==> config.mk <==
export PLATFORM = sky130hd
export DESIGN_NAME = reaction_meter
export DESIGN_NICKNAME = d
export VERILOG_FILES = /design/src/rtl/reaction_meter.sv
export SDC_FILE = /design/constraint.sdc
export NUM_CORES = 1
export LEC_CHECK = 0
export CAP_MARGIN = 20
export CORE_MARGIN = 2
export CORE_UTILIZATION = 59
export CTS_CLUSTER_SIZE = 40
export DETAILED_ROUTE_END_ITERATION = 8
export HOLD_SLACK_MARGIN = 0.06
export PLACE_DENSITY = 0.86
export SLEW_MARGIN = 20
export SYNTH_ARGS = -nofsm -noshare
export SYNTH_HDL_FRONTEND = slang
export SYNTH_SLANG_ARGS = --single-unit
==> constraint.sdc <==
create_clock -name clk -period 3.3 [get_ports clk]
set_input_delay 0.66 -clock clk [delete_from_list [all_inputs] [get_ports clk]]
set_output_delay 0.66 -clock clk [all_outputs]
set_load 0.1 [all_outputs]
==> src/rtl/reaction_meter.sv <==
// reaction_meter: reaction-time game controller. Random pre-stimulus wait, then a
// 4-digit BCD millisecond counter until a press; tracks the best time since reset.
`default_nettype none

module reaction_meter #(
  parameter int MIN_DELAY = 500
) (
  input  logic        clk,
  input  logic        reset,
  input  logic        tick_ms,
  input  logic        start,
  input  logic        button,
  input  logic [11:0] rnd,
  output logic        rnd_en,
  output logic        led,
  output logic        busy,
  output logic        result_valid,
  output logic        false_start,
  output logic        timeout,
  output logic [15:0] time_bcd,
  output logic [15:0] best_bcd
);

  typedef enum logic [1:0] {
    IDLE  = 2'd0,
    WAIT  = 2'd1,
    REACT = 2'd2,
    DONE  = 2'd3
  } state_t;

  localparam logic [11:0] MIN_DELAY_W = 12'(MIN_DELAY);
  localparam logic [15:0] BCD_MAX     = 16'h9999;

  state_t      state;
  state_t      state_next;
  logic        button_q;
  logic [11:0] wait_cnt;
  logic        press;

  logic        load_trial;
  logic        wait_dec;
  logic        time_inc;
  logic        end_valid;
  logic        end_false;
  logic        end_timeout;
  logic        best_load;

  // Decimal increment; digit 9 rolls to 0 and carries into the next digit.
  function automatic logic [15:0] bcd_inc(input logic [15:0] v);
    logic [15:0] r;
    logic        c;
    r = v;
    c = 1'b1;
    for (int i = 0; i < 4; i++) begin
      if (c) begin
        if (r[4*i +: 4] == 4'd9) begin
          r[4*i +: 4] = 4'd0;
        end else begin
          r[4*i +: 4] = r[4*i +: 4] + 4'd1;
          c = 1'b0;
        end
      end
    end
    return r;
  endfunction

  assign press = button & ~button_q;

  always_comb begin
    state_next  = state;
    load_trial  = 1'b0;
    wait_dec    = 1'b0;
    time_inc    = 1'b0;
    end_valid   = 1'b0;
    end_false   = 1'b0;
    end_timeout = 1'b0;
    case (state)
      IDLE, DONE: begin
        if (start) begin
          state_next = WAIT;
          load_trial = 1'b1;
        end
      end
      WAIT: begin
        if (press) begin
          state_next = DONE;
          end_false  = 1'b1;
        end else if (tick_ms) begin
          if (wait_cnt <= 12'd1) begin
            state_next = REACT;
          end else begin
            wait_dec = 1'b1;
          end
        end
      end
      REACT: begin
        // A press freezes the count even if a tick lands in the same cycle.
        if (press) begin
          state_next = DONE;
          end_valid  = 1'b1;
        end else if (tick_ms) begin
          if (time_bcd == BCD_MAX) begin
            state_next  = DONE;
            end_timeout = 1'b1;
          end else begin
            time_inc = 1'b1;
          end
        end
      end
      default: state_next = IDLE;
    endcase
  end

  // BCD digits compare correctly as plain unsigned binary.
  assign best_load = end_valid && (time_bcd != 16'h0000) &&
                     ((best_bcd == 16'h0000) || (time_bcd < best_bcd));

  assign rnd_en = load_trial & ~reset;
  assign led    = (state == REACT);
  assign busy   = (state == WAIT) || (state == REACT);

  always_ff @(posedge clk) begin
    if (reset) begin
      state <= IDLE;
    end else begin
      state <= state_next;
    end
  end

  always_ff @(posedge clk) begin
    if (reset) begin
      button_q     <= 1'b0;
      wait_cnt     <= 12'd0;
      time_bcd     <= 16'h0000;
      best_bcd     <= 16'h0000;
      result_valid <= 1'b0;
      false_start  <= 1'b0;
      timeout      <= 1'b0;
    end else begin
      button_q <= button;
      if (load_trial) begin
        wait_cnt     <= MIN_DELAY_W + {2'b00, rnd[9:0]};
        time_bcd     <= 16'h0000;
        result_valid <= 1'b0;
        false_start  <= 1'b0;
        timeout      <= 1'b0;
      end
      if (wait_dec) begin
        wait_cnt <= wait_cnt - 12'd1;
      end
      if (time_inc) begin
        time_bcd <= bcd_inc(time_bcd);
      end
      if (end_false) begin
        false_start <= 1'b1;
        time_bcd    <= 16'h0000;
      end
      if (end_valid) begin
        result_valid <= 1'b1;
      end
      if (end_timeout) begin
        timeout <= 1'b1;
      end
      if (best_load) begin
        best_bcd <= time_bcd;
      end
    end
  end

endmodule

`default_nettype wire

==> summary.txt <==
Logic synthesis
  – Number of synthesized flops with an enable pin: 0
  – Async set-reset flop share out of synthesis: 0%
  – Seq cells post-synth: 50
  – Post-synthesis area per instance: ~8 sq um
  – Area leader, netlist: dfxtp_1
  – Top cell type's share of synthesized area: 27.2%
  – Synth top area cells: dfxtp_1 (27%), ha_1 (11%), nor3_1 (4.2%)
  – Ys flop type: dfxtp_1
  – Count leader, synth: dfxtp_1
  – Distinct cells, synth: 68
  – Synth top cells by count: dfxtp_1 (50), nor2_1 (40), nand2_1 (39), ha_1 (32)
  – Sequential area share after synthesis: between 20 and 30%
  – Mapped cell area: 3670 sq um
  – Net Count, Synth: 509
  – Syn Inst Count: between 400 and 500
  – Syn. warnings: 0

STA
  – Worst slew pin tran: between 0.7 and 0.8 ns
  – Setup Skew: between 0.01 and 0.015 ns
  – RSZ-0062 raised after global routing: false
  – Final Cycle Share: between 70 and 80%
  – Fin crit period: 2.64 ns
  – Fmax: roughly 0.38 GHz
  – Setup TNS: 0 ns
  – Final Max Slew Viols: 0
  – Final hold viol count: 0
  – Final WS setup: ~0.66 ns
  – Slew Limit Headroom: between 40% and 50%
  – Final setup vio count: 0

Detailed routing
  – Vias: 3804
  – Routed wire length on met2: around 4700 um
  – Total wire length: approximately 10000 um
  – M1 WL: 4500 um
  – WL met3: about 630 um
  – WL/cell: 17.4 um
  – 1st-pass router iterations: 6
  – Max Used Layer: met4
  – Remaining DRCs: 0
  – Drt via density: between 6 and 7
  – Routed Antenna Nets: 0
  – DRT iter0 DRCs: around 260

Setup path
  – CP max stage delay: around 0.63 ns
  – Crit. End Element: flip-flop
  – Critical path class: flip-flop to flip-flop
  – Crit path max fanout: 48
  – Slowest CP cell: or4b_2
  – WP data arrival: about 2.8 ns
  – Setup crit start kind: flip-flop
  – CP Cell Sequence: inv_1 -> ha_1 -> or4b_2 -> o311ai_4 -> buf_4 -> nor3_1 -> a31oi_1 -> o311ai_1
  – Worst path required time: about 3.5 ns

Finish
  – Multi-input logic area: 2430 sq um
  – Synth-to-layout area growth: 15.5%
  – Post-Route Utilization: 71.3%
  – Sequential Area: approximately 1000 sq um
  – Fillers: between 400 and 500
  – Layout cells sized above 1: roughly 15%
  – Number of diodes: 0
  – Final net count: between 500 and 600

Global route
  – Initial antenna violation count: 0
  – Vias in the first global route: approximately 3500
  – Pin count of the biggest net entering global routing: 49
  – First-pass GRT wire length: approximately 17000 um
  – Total GRT Usage: between 20% and 30%
  – GRT Residual Overflow: 0

Floorplan
  – Cell row count: 28
  – Core Area: 5960 sq um
  – I/O pin count: 55
  – Die height: 82.9 um
  – Die Wd: 82.9 um
  – Initial Util: between 60% and 70%
  – Die ar.: roughly 7000 sq um

Clock tree
  – Postcts setup bufs: 0
  – Clock Pin Slew Worst Setup and Hold Paths: 0.10 ns
  – # clock sinks: 50
  – # hold bufs at CTS: 0
  – H-tree depth: 2
  – CTS tree: yes
  – CTS Buf Count: 5
  – Root buf cell: clkbuf_8
  – CTS resizes: 0
  – Worst-Skew Late Latency: slightly above 0.3 ns
  – Clock buffer depth: 2

Pwr
  – LEAKAGE: 1.60 nW
  – Total Power: between 0.002 and 0.0025 W
  – Power per Cell Area: 542 nW/um^2
  – VDD IR max: between 0.3 and 0.4 mV

Outcome
  – Status: complete, no violations

Hold path
  – HP Class: flip-flop to flip-flop

Placed design
  – Placer's final routability congestion estimate: about 0.9
  – Pre-CTS setup slack: 0.623 ns
  – HPWL after DPL: approximately 7000 um
  – IO Port Bufs: 52

Run
  – Max Cap Viol: 0
[flip-flops by register name, summed over array words and instances (netlist names)]
| register | flops |
|---|---|
| timeout | 1 |
| button_q | 1 |
| wait_cnt | 12 |
| false_start | 1 |
| result_valid | 1 |
| time_bcd | 16 |
| state | 2 |
| best_bcd | 16 |
[worst max-delay path, delay by kind of cell, from the launching register on]
kind | cells | cell delay (ns)
buffers and inverters | 2 | 0.56
adders and majority gates | 1 | 0.15
AOI/OAI and AO/OA | 3 | 0.62
and+or+nand+nor | 2 | 0.74
DFF | 1 | 0.43
[area by class of cell]
class | instances | share of cell area [%]
Tap cell | 75 | 2.21
Timing Repair Buffer | 62 | 12.1
Clock inverter | 3 | 0.501
Multi-Input combinational cell | 352 | 57.2
Clock buffer | 5 | 1.62
Sequential cell | 50 | 23.6
Inverter | 32 | 2.83
[cell usage in the layout (no fill, tap or decap), types with 4 or more instances in the layout]
| master | Yosys | routed |
|---|---|---|
| a21oi_1 | 22 | 22 |
| mux2_2 | 6 | 6 |
| o311ai_0 | 6 | 6 |
| clkdlybuf4s50_1 | 0 | 14 |
| dfxtp_1 | 50 | 50 |
| nand4_1 | 4 | 4 |
| o211ai_1 | 16 | 16 |
| xnor2_1 | 4 | 4 |
| nor4_1 | 7 | 7 |
| a31oi_1 | 24 | 24 |
| a211oi_1 | 6 | 6 |
| nor3_1 | 31 | 31 |
| nand2_1 | 39 | 39 |
| xor2_1 | 4 | 4 |
| inv_1 | 31 | 31 |
| ha_1 | 32 | 32 |
| buf_4 | 3 | 47 |
| clkbuf_8 | 0 | 5 |
| o311ai_1 | 11 | 11 |
| or3_1 | 7 | 7 |
| nand3_1 | 16 | 16 |
| nor2_1 | 40 | 40 |
| o21ai_0 | 8 | 8 |
[metrics by stage]
step	instance area [sq um]	hold WS, ns	std cells
after floorplan	3670	0.455	460
after global placement	4150	0.474	571
after detailed placement	4150	0.491	571
after CTS	4240	0.505	579
after global routing	4240	0.523	579
final	4240	0.502	579
[cell families (layout without fill, tap and decap cells)]
kind of cell    after synthesis  count (layout)  synth area share, %
compound gates              127             127                 25.4
xor+xnor                      8               8                 1.91
fa+ha+maj                    32              32                 10.9
buf+inv                      58             102                 6.74
flops                        50              50                 27.2
mux                           9               9                 2.69
simple gates                176             176                 25.2
[metal layers]
layer | vias up | GRT usage (%)
met5 | - | 0
met4 | 0 | 11.5
met3 | 24 | 4.37
met2 | 177 | 46.1
met1 | 1782 | 37.2
li1 | 1821 | -
[final timing paths]
path | startpoint | depth (start not counted) | to | slack [ns]
max | time_bcd[1] | 8 | best_bcd[4] | 0.66
min | state[0] | 2 | state[0] | 0.50
max reg2reg | time_bcd[1] | 8 | best_bcd[4] | 0.66
min reg2reg | state[0] | 2 | state[0] | 0.50
[report_power, final]
group,switching (W),internal (W)
clock network,0.000220,0.000150
logic,0.000803,0.000377
registers,0.0000764,0.000674
total,0.00110,0.00120
No activity file was read; power rests on OpenSTA's default activity.
